File: config.mk
export PLATFORM = sky130hd
export DESIGN_NAME = alarm_ring_ctrl_flat
export DESIGN_NICKNAME = d
export VERILOG_FILES = /design/src/rtl/alarm_ring_ctrl_if.sv /design/src/rtl/alarm_ring_ctrl.sv /design/src/flat_wrapper.sv
export SDC_FILE = /design/constraint.sdc
export NUM_CORES = 1
export LEC_CHECK = 0
export ABC_AREA = 1
export ABC_CLOCK_PERIOD_IN_PS = 4100
export BUFFER_PORTS_ARGS = -buffer_cell sky130_fd_sc_hd__buf_2
export CORE_MARGIN = 8
export CORE_UTILIZATION = 30
export DETAILED_ROUTE_END_ITERATION = 8
export PLACE_DENSITY = 0.62
export SYNTH_ARGS = -nofsm -noshare
export SYNTH_HDL_FRONTEND = slang
export SYNTH_SLANG_ARGS = --single-unit
export TNS_END_PERCENT = 10
File: constraint.sdc
create_clock -name clock -period 4.1 [get_ports clock]
set_input_delay 0.82 -clock clock [delete_from_list [all_inputs] [get_ports clock]]
set_output_delay 0.82 -clock clock [all_outputs]
set_load 0.02 [all_outputs]
File: src/rtl/alarm_ring_ctrl_if.sv
// Signal bundle between the alarm ring controller and its neighbours
// (timegen ticks, time/alarm digits, button pulses, fsm load strobes).
interface alarm_ring_ctrl_if;
  logic       one_second;
  logic       one_minute;
  logic [3:0] current_time_ms_hr;
  logic [3:0] current_time_ls_hr;
  logic [3:0] current_time_ms_min;
  logic [3:0] current_time_ls_min;
  logic [3:0] alarm_time_ms_hr;
  logic [3:0] alarm_time_ls_hr;
  logic [3:0] alarm_time_ms_min;
  logic [3:0] alarm_time_ls_min;
  logic       alarm_armed;
  logic       snooze_button;
  logic       stop_button;
  logic       load_new_a;
  logic       load_new_c;
  logic       alarm_sound;
  logic       snooze_active;
  logic [1:0] snoozes_left;

  modport master (
    output one_second, one_minute,
    output current_time_ms_hr, current_time_ls_hr, current_time_ms_min, current_time_ls_min,
    output alarm_time_ms_hr, alarm_time_ls_hr, alarm_time_ms_min, alarm_time_ls_min,
    output alarm_armed, snooze_button, stop_button, load_new_a, load_new_c,
    input  alarm_sound, snooze_active, snoozes_left
  );

  modport slave (
    input  one_second, one_minute,
    input  current_time_ms_hr, current_time_ls_hr, current_time_ms_min, current_time_ls_min,
    input  alarm_time_ms_hr, alarm_time_ls_hr, alarm_time_ms_min, alarm_time_ls_min,
    input  alarm_armed, snooze_button, stop_button, load_new_a, load_new_c,
    output alarm_sound, snooze_active, snoozes_left
  );
endinterface

File: src/rtl/alarm_ring_ctrl.sv
// Alarm ring sequencer: rings on a rising time/alarm match, supports a bounded
// number of snoozes, stop, disarm, and auto-timeout after RING_TIMEOUT_SEC seconds.
module alarm_ring_ctrl #(
  parameter int SNOOZE_MIN       = 5,
  parameter int RING_TIMEOUT_SEC = 60,
  parameter int MAX_SNOOZES      = 3
) (
  input  logic                clock,
  input  logic                reset,
  alarm_ring_ctrl_if.slave    bus
);
  localparam logic [1:0] MAX_SN    = 2'(MAX_SNOOZES);
  localparam logic [3:0] SN_MIN    = 4'(SNOOZE_MIN);
  localparam logic [7:0] RING_LAST = 8'(RING_TIMEOUT_SEC - 1);

  typedef enum logic [1:0] {IDLE, RING, SNOOZE, DONE} state_t;

  state_t     state_reg;
  logic       match_q;
  logic       match_prev;
  logic       primed_reg;
  logic [7:0] sec_cnt;
  logic [3:0] min_cnt;
  logic [1:0] snooze_cnt;
  logic       alarm_sound_reg;
  logic       snooze_active_reg;
  logic [1:0] snoozes_left_reg;

  logic match_now;
  logic trigger;
  logic load;

  assign match_now = (bus.current_time_ms_hr  == bus.alarm_time_ms_hr)  &&
                     (bus.current_time_ls_hr  == bus.alarm_time_ls_hr)  &&
                     (bus.current_time_ms_min == bus.alarm_time_ms_min) &&
                     (bus.current_time_ls_min == bus.alarm_time_ls_min);
  assign trigger   = match_q & ~match_prev & bus.alarm_armed;
  assign load      = bus.load_new_a | bus.load_new_c;

  assign bus.alarm_sound   = alarm_sound_reg;
  assign bus.snooze_active = snooze_active_reg;
  assign bus.snoozes_left  = snoozes_left_reg;

  always_ff @(posedge clock) begin
    if (reset) begin
      state_reg         <= IDLE;
      match_q           <= 1'b0;
      match_prev        <= 1'b1;
      primed_reg        <= 1'b0;
      sec_cnt           <= '0;
      min_cnt           <= '0;
      snooze_cnt        <= '0;
      alarm_sound_reg   <= 1'b0;
      snooze_active_reg <= 1'b0;
      snoozes_left_reg  <= MAX_SN;
    end else begin
      match_q    <= match_now;
      // The first cycle out of reset holds match_prev high so a match that was
      // already present across reset does not look like a fresh rising edge.
      match_prev <= match_q | ~primed_reg;
      primed_reg <= 1'b1;

      if (load) begin
        state_reg         <= IDLE;
        match_prev        <= 1'b1;
        sec_cnt           <= '0;
        min_cnt           <= '0;
        snooze_cnt        <= '0;
        alarm_sound_reg   <= 1'b0;
        snooze_active_reg <= 1'b0;
        snoozes_left_reg  <= MAX_SN;
      end else if (!bus.alarm_armed && state_reg != IDLE) begin
        state_reg         <= IDLE;
        sec_cnt           <= '0;
        min_cnt           <= '0;
        snooze_cnt        <= '0;
        alarm_sound_reg   <= 1'b0;
        snooze_active_reg <= 1'b0;
        snoozes_left_reg  <= MAX_SN;
      end else begin
        case (state_reg)
          IDLE: begin
            if (trigger) begin
              state_reg       <= RING;
              sec_cnt         <= '0;
              alarm_sound_reg <= 1'b1;
            end
          end
          RING: begin
            if (bus.stop_button) begin
              state_reg        <= DONE;
              snooze_cnt       <= '0;
              alarm_sound_reg  <= 1'b0;
              snoozes_left_reg <= MAX_SN;
            end else if (bus.snooze_button && snooze_cnt < MAX_SN) begin
              // A simultaneous one_second tick is intentionally dropped here.
              state_reg         <= SNOOZE;
              min_cnt           <= SN_MIN;
              snooze_cnt        <= snooze_cnt + 2'd1;
              alarm_sound_reg   <= 1'b0;
              snooze_active_reg <= 1'b1;
              snoozes_left_reg  <= MAX_SN - snooze_cnt - 2'd1;
            end else if (bus.one_second) begin
              if (sec_cnt == RING_LAST) begin
                state_reg        <= DONE;
                snooze_cnt       <= '0;
                alarm_sound_reg  <= 1'b0;
                snoozes_left_reg <= MAX_SN;
              end else begin
                sec_cnt <= sec_cnt + 8'd1;
              end
            end
          end
          SNOOZE: begin
            if (bus.stop_button) begin
              state_reg         <= DONE;
              snooze_cnt        <= '0;
              snooze_active_reg <= 1'b0;
              snoozes_left_reg  <= MAX_SN;
            end else if (bus.one_minute) begin
              if (min_cnt == 4'd1) begin
                state_reg         <= RING;
                sec_cnt           <= '0;
                alarm_sound_reg   <= 1'b1;
                snooze_active_reg <= 1'b0;
              end else begin
                min_cnt <= min_cnt - 4'd1;
              end
            end
          end
          DONE: begin
            // Stay here while the minute still matches so it cannot retrigger.
            snooze_cnt       <= '0;
            snoozes_left_reg <= MAX_SN;
            if (!match_q) state_reg <= IDLE;
          end
          default: begin
            state_reg         <= IDLE;
            alarm_sound_reg   <= 1'b0;
            snooze_active_reg <= 1'b0;
          end
        endcase
      end
    end
  end
endmodule

File: src/flat_wrapper.sv
// flat-port wrapper written by rule: the top's interface ports become plain ports
module alarm_ring_ctrl_flat 
#(
  parameter int SNOOZE_MIN       = 5,
  parameter int RING_TIMEOUT_SEC = 60,
  parameter int MAX_SNOOZES      = 3
)
  (clock, reset, bus_one_second, bus_one_minute, bus_current_time_ms_hr, bus_current_time_ls_hr, bus_current_time_ms_min, bus_current_time_ls_min, bus_alarm_time_ms_hr, bus_alarm_time_ls_hr, bus_alarm_time_ms_min, bus_alarm_time_ls_min, bus_alarm_armed, bus_snooze_button, bus_stop_button, bus_load_new_a, bus_load_new_c, bus_alarm_sound, bus_snooze_active, bus_snoozes_left);
  alarm_ring_ctrl_if bus_i ();
  input  logic clock;
  input  logic reset;
  input wire logic [$bits(bus_i.one_second)-1:0] bus_one_second;
  input wire logic [$bits(bus_i.one_minute)-1:0] bus_one_minute;
  input wire logic [$bits(bus_i.current_time_ms_hr)-1:0] bus_current_time_ms_hr;
  input wire logic [$bits(bus_i.current_time_ls_hr)-1:0] bus_current_time_ls_hr;
  input wire logic [$bits(bus_i.current_time_ms_min)-1:0] bus_current_time_ms_min;
  input wire logic [$bits(bus_i.current_time_ls_min)-1:0] bus_current_time_ls_min;
  input wire logic [$bits(bus_i.alarm_time_ms_hr)-1:0] bus_alarm_time_ms_hr;
  input wire logic [$bits(bus_i.alarm_time_ls_hr)-1:0] bus_alarm_time_ls_hr;
  input wire logic [$bits(bus_i.alarm_time_ms_min)-1:0] bus_alarm_time_ms_min;
  input wire logic [$bits(bus_i.alarm_time_ls_min)-1:0] bus_alarm_time_ls_min;
  input wire logic [$bits(bus_i.alarm_armed)-1:0] bus_alarm_armed;
  input wire logic [$bits(bus_i.snooze_button)-1:0] bus_snooze_button;
  input wire logic [$bits(bus_i.stop_button)-1:0] bus_stop_button;
  input wire logic [$bits(bus_i.load_new_a)-1:0] bus_load_new_a;
  input wire logic [$bits(bus_i.load_new_c)-1:0] bus_load_new_c;
  output wire logic [$bits(bus_i.alarm_sound)-1:0] bus_alarm_sound;
  output wire logic [$bits(bus_i.snooze_active)-1:0] bus_snooze_active;
  output wire logic [$bits(bus_i.snoozes_left)-1:0] bus_snoozes_left;
  assign bus_i.one_second = bus_one_second;
  assign bus_i.one_minute = bus_one_minute;
  assign bus_i.current_time_ms_hr = bus_current_time_ms_hr;
  assign bus_i.current_time_ls_hr = bus_current_time_ls_hr;
  assign bus_i.current_time_ms_min = bus_current_time_ms_min;
  assign bus_i.current_time_ls_min = bus_current_time_ls_min;
  assign bus_i.alarm_time_ms_hr = bus_alarm_time_ms_hr;
  assign bus_i.alarm_time_ls_hr = bus_alarm_time_ls_hr;
  assign bus_i.alarm_time_ms_min = bus_alarm_time_ms_min;
  assign bus_i.alarm_time_ls_min = bus_alarm_time_ls_min;
  assign bus_i.alarm_armed = bus_alarm_armed;
  assign bus_i.snooze_button = bus_snooze_button;
  assign bus_i.stop_button = bus_stop_button;
  assign bus_i.load_new_a = bus_load_new_a;
  assign bus_i.load_new_c = bus_load_new_c;
  assign bus_alarm_sound = bus_i.alarm_sound;
  assign bus_snooze_active = bus_i.snooze_active;
  assign bus_snoozes_left = bus_i.snoozes_left;
  alarm_ring_ctrl #(.SNOOZE_MIN(SNOOZE_MIN), .RING_TIMEOUT_SEC(RING_TIMEOUT_SEC), .MAX_SNOOZES(MAX_SNOOZES)) u_core (.clock(clock), .reset(reset), .bus(bus_i));
endmodule
* Yosys cells after proc, flatten, opt, wreduce, memory -nomap -nowiden
Index checks and enable logic that the tools add are counted.
Word-level totals: register bits 23, output and inout port bits 4, input port bits 41, logic and storage cells 117
Cells by class: bitwise operators 6, equality and inequality tests 25, add/subtract/negate cells 5, multiplexer cells 51, order comparisons 1, reduce and logical (&&, ||, !) cells 19
Operator list (number):
- 8-bit 2-to-1 mux | 8
- 2-bit 2-to-1 mux | 17
- 8-bit case mux with 3 select lines | 1
- 4-bit 2-to-1 mux | 5
- 2-bit != test (second input constant) | 9
- 4-bit equality test | 4
- 1-bit 2-to-1 mux | 14
- 2-bit case mux with 3 select lines | 2
- 6-bit AND reduction | 2
- 9-bit AND reduction | 1
- 8-bit by 1-bit adder with 8-bit output (second input constant) | 1
- 8-bit by 6-bit equality test with 1-bit output (second input constant) | 1
- 2-bit case mux with 4 select lines | 1
- 4-bit case mux with 2 select lines | 1
- 7-bit AND reduction | 1
- 2-bit by 1-bit != test with 1-bit output (second input constant) | 3
- 3-bit nonzero test | 2
- 1-bit logical AND | 5
- 5-bit AND reduction | 1
- 2-bit equality test (second input constant) | 2
- 4-bit by 1-bit equality test with 1-bit output (second input constant) | 1
- 4-bit by 2-bit != test with 1-bit output (second input constant) | 1
- 4-bit by 3-bit != test with 1-bit output (second input constant) | 1
- 4-bit AND reduction | 1
- other kinds (18) | 22

* Logic depth before layout (Yosys ltp)
word-level depth 6, gate-level depth with buffers 11, gate-level depth less buffers 11

* Least setup slack after synthesis
No wires, ideal clock.
path type input to register, from input port bus_stop_button, to register u_core.sec_cnt[0], arrival 1623 ps, required time 3984 ps, stages on the path 8, library setup time 116 ps, path slack 2361 ps, buffers on the path 0, cell sequence inv_1 -> nand2_1 -> nor2_1 -> nand2_1 -> nand2_1 -> nand2_4 -> o21ai_0 -> nor2_1
Between the ends: word-level cells in the longest chain between the ends 2, elaborated cells on any way between the ends 3, those cells by class eq/ne (2); reduce/logical (1)
Ends and longest elaborated chain:
- start, declared | RTL line flat_wrapper.sv:24 | input wire logic [$bits(bus_i.stop_button)-1:0] bus_stop_button;
- 2-bit != test (no line)
- 9-bit AND reduction (no line) (*)
- end signal, assigned | RTL line alarm_ring_ctrl.sv:110 | sec_cnt <= sec_cnt + 8'd1;
- end, declared | RTL line alarm_ring_ctrl.sv:22 | logic [7:0] sec_cnt;
Mark *: on every way between the ends. The rest lies on a longest branch, timed or not. A chain may end at the register's enable or synchronous reset.

* Final worst setup path
from input port bus_load_new_c, to register u_core.state_reg[1]
Between the ends: word-level cells in the longest chain between the ends 2
Ends and longest elaborated chain:
- start, declared | RTL line flat_wrapper.sv:26 | input wire logic [$bits(bus_i.load_new_c)-1:0] bus_load_new_c;
- 1-bit bitwise OR | RTL line alarm_ring_ctrl.sv:38 | assign load = bus.load_new_a | bus.load_new_c;
- 3-bit OR reduction (no line)
- end signal, assigned | RTL line alarm_ring_ctrl.sv:46 | state_reg <= IDLE;
- end signal, assigned | RTL line alarm_ring_ctrl.sv:64 | state_reg <= IDLE;
- end signal, assigned | RTL line alarm_ring_ctrl.sv:73 | state_reg <= IDLE;
- end, declared | RTL line alarm_ring_ctrl.sv:18 | state_t state_reg;
No other way between the ends.

==> impl_metrics.env <==
export IMPL_finalWirelength_microns=3640
export IMPL_cts_root_buf="clkbuf_8"
export IMPL_seqPwrFrac=0.536
export IMPL_synth_seq_cells=23
export IMPL_finalHoldViolations=0
export IMPL_max_cap_violations=0
export IMPL_cp_data_required_time_ns=4.32
export IMPL_timing_final_crit_period_ns=1.83
export IMPL_period_share=0.446
export IMPL_startpoint="bus_load_new_c"
export IMPL_placed_cell_area_sq_um=1820
export IMPL_start_util=0.303
export IMPL_p_leak_uw=0.000804
export IMPL_grt_max_degree=14
export IMPL_vias=1563
export IMPL_synth_top_family_by_area="simple AND/OR/NAND/NOR gates"
export IMPL_pin_count=45
export IMPL_p_sw_uw=103
export IMPL_placed_cells=353
export IMPL_fin_area_sq_um=1860
export IMPL_core_area_sq_um=5010
export IMPL_place_congestion=0.827
export IMPL_yosysTopAreaCellShare=0.303
export IMPL_synth_area_sq_um=1520
export IMPL_grt_overflow_total=0
export IMPL_syn2layout_area_growth_pct=22.7
export IMPL_die_w_microns=87.1
export IMPL_regMostFlops="u_core.sec_cnt"
export IMPL_fin_cells=357
export IMPL_drt_pass1_iter_count=4
export IMPL_total_power_uw=418
export IMPL_cts_tree="yes"
export IMPL_drive_gt1_frac=0.213
export IMPL_hold_path_depth=1
export IMPL_syn_nets=286
export IMPL_swShare=0.246
export IMPL_synthSimpleGateAreaFrac=0.407
export IMPL_yosysWarnings=0
export IMPL_skew_ns=0.00187
export IMPL_path_class="primary input to flop"
export IMPL_cp_max_fo=12
export IMPL_largest_register_ff_count=8
export IMPL_antenna_found_initial=0
export IMPL_synth_mux_area_frac=0
export IMPL_synth_xor_xnor_area_share=0.0577
export IMPL_syn_inst=241
export IMPL_synth_compound_area_frac=0.108
export IMPL_fin_tns_setup_ns=0
export IMPL_reg_top3="u_core.sec_cnt (8), u_core.min_cnt (4)"
export IMPL_cts_max_level=1
export IMPL_maxSlewHeadroom=0.722
export IMPL_drv_slew=0
export IMPL_yosys_area_top_type="dfxtp_1"
export IMPL_pwr_share_clk=0.356
export IMPL_cp_arrival_ns=2.05
export IMPL_crit_path_start_kind="primary input"
export IMPL_port_buffers=44
export IMPL_r2r_end="u_core.sec_cnt[2]$_SDFFE_PP0P_"
export IMPL_rsz0062_at_grt="no"
export IMPL_drtAntennaViolNets=0
export IMPL_worstSkewPairLatency_ns=0.27
export IMPL_rows=26
export IMPL_clk_pin_slew_worst_paths_ns=0.09
export IMPL_synth_fa_ha_area_frac=0.0330
export IMPL_vdd_ir_drop_max_uv=96.1
export IMPL_grt_first_pass_wirelength_microns=6430
export IMPL_max_slew_worst_pin_slew_ns=0.417
export IMPL_drc=0
export IMPL_hold_buffers=0
export IMPL_hp_class="flop to flop"
export IMPL_die_area_sq_um=7590
export IMPL_nNetsFinal=333
export IMPL_cts_resized=0
export IMPL_r2r_start="u_core.sec_cnt[1]$_SDFFE_PP0P_"
export IMPL_fmax_mhz=547
export IMPL_diodes=0
export IMPL_numCtsBuffers=3
export IMPL_ff2ff_setup_slack_ns=2.38
export IMPL_crit_end="u_core.state_reg[1]$_SDFFE_PP0P_"
export IMPL_syn_area_per_cell_sq_um=6.30
export IMPL_cts_sinks=23
export IMPL_setup_violations=0
export IMPL_yosys_top_cells_area="dfxtp_1, nand2_1, inv_1"
export IMPL_rr_worst_depth=9
export IMPL_grt_usage=0.103
export IMPL_clock_path_buffers=2
export IMPL_p_int_uw=316
export IMPL_drt_iter0_drc=97
export IMPL_wl_per_cell_microns=10.2
export IMPL_synth_cell_type_count=26
export IMPL_place_hpwl_microns=2900
export IMPL_power_frac_comb=0.108
export IMPL_fin_hold_ws_ns=0.410
export IMPL_via_per_inst=4.38
export IMPL_status="complete, no violations"
export IMPL_cp_end_kind="flop"
export IMPL_grt_pass1_vias=1583
export IMPL_die_h_microns=87.1
export IMPL_post_cts_repair_setup_buffers=0
export IMPL_synth_seq_area_share=0.303
export IMPL_power_density_nw_per_um2=225
[cells in the mapped netlist, drive strengths merged]
library cell,count
nand4,5
inv,34
o21ai,11
ha,4
nand3b,2
dfxtp,23
o22ai,2
nand2,74
or2,3
xnor2,2
o21bai,1
buf,1
clkbuf,1
a21oi,14
xor2,8
nor4,1
nor3,5
o211ai,2
nand3,19
nor2,29
[worst min-delay path by stage]
stage | from | endpoint
floorplan | u_core.primed_reg$_DFF_P_ | u_core.match_prev$_SDFF_PP1_
global placement | u_core.primed_reg$_DFF_P_ | u_core.match_prev$_SDFF_PP1_
detailed placement | u_core.primed_reg$_DFF_P_ | u_core.match_prev$_SDFF_PP1_
CTS | u_core.primed_reg$_DFF_P_ | u_core.match_prev$_SDFF_PP1_
global route | u_core.primed_reg$_DFF_P_ | u_core.match_prev$_SDFF_PP1_
finish | u_core.primed_reg$_DFF_P_ | u_core.match_prev$_SDFF_PP1_
[critical path: stages]
cell,delay (ns)
buf_2,0.09
nor2_1,0.14
nand2_1,0.08
nor2_2,0.31
inv_1,0.29
nor2_1,0.16
o21ai_0,0.09
inv_1,0.06
[cell families (layout without fill, tap and decap cells)]
logic type               count (synthesis)  after routing
AND/OR/NAND/NOR                        138            138
buffers and inverters                   36             82
AO/OA/AOI/OAI                           30             30
flip-flops                              23             23
XOR/XNOR                                10             10
adder cells (fa/ha/maj)                  4              4
[power by group through the flow]
stage / Sequential [uW] / Combinational (uW) / Clock [uW]
5_1_grt: 224 / 51.5 / 160
3_3_place_gp: 229 / 45.3 / 0
4_1_cts: 224 / 45.8 / 151
2_1_floorplan: 229 / 21.4 / 0
3_5_place_dp: 229 / 45.7 / 0
6_report: 224 / 45.4 / 149
[stage by stage]
| stage | setup slack [ns] | utilization |
|---|---|---|
| floorplan | 2.36 | - |
| global placement | 2.02 | 0.362 |
| finish | 2.27 | 0.372 |
| CTS | 2.28 | 0.372 |
| global route | 2.17 | 0.372 |
| detailed placement | 2.01 | 0.362 |
[layout by cell type (no fill, tap or decap), types with 4 or more instances in the layout]
master,netlist,final
nand4_1,5,5
xor2_1,8,8
nor2_1,24,24
nand2_1,71,71
dfxtp_1,23,23
nand3_1,19,19
a21oi_1,13,13
o21ai_0,11,11
ha_1,4,4
nor3_1,5,5
buf_2,1,44
inv_1,33,33
[routing by layer]
metal / wire [microns] / GRT usage / up-vias / share of wire
li1: - / - / 858 / -
met1: 1840 / 0.120 / 643 / 0.51
met2: 1480 / 0.167 / 56 / 0.41
met3: 253 / 0.0358 / 6 / 0.069
met4: 67 / 0.0453 / 0 / 0.018
met5: 0 / 0 / - / 0
[final cells by class]
cell class | instances | area (sq um)
fillers | 560 | 3150
multi-input cells | 182 | 920
flip-flops and latches | 23 | 460
repair buffers | 44 | 220
inverters | 34 | 128
well taps | 70 | 87.6
clock buffers | 3 | 41.3
clock inverters | 1 | 5.00
Power figures use the tool's default switching activity.
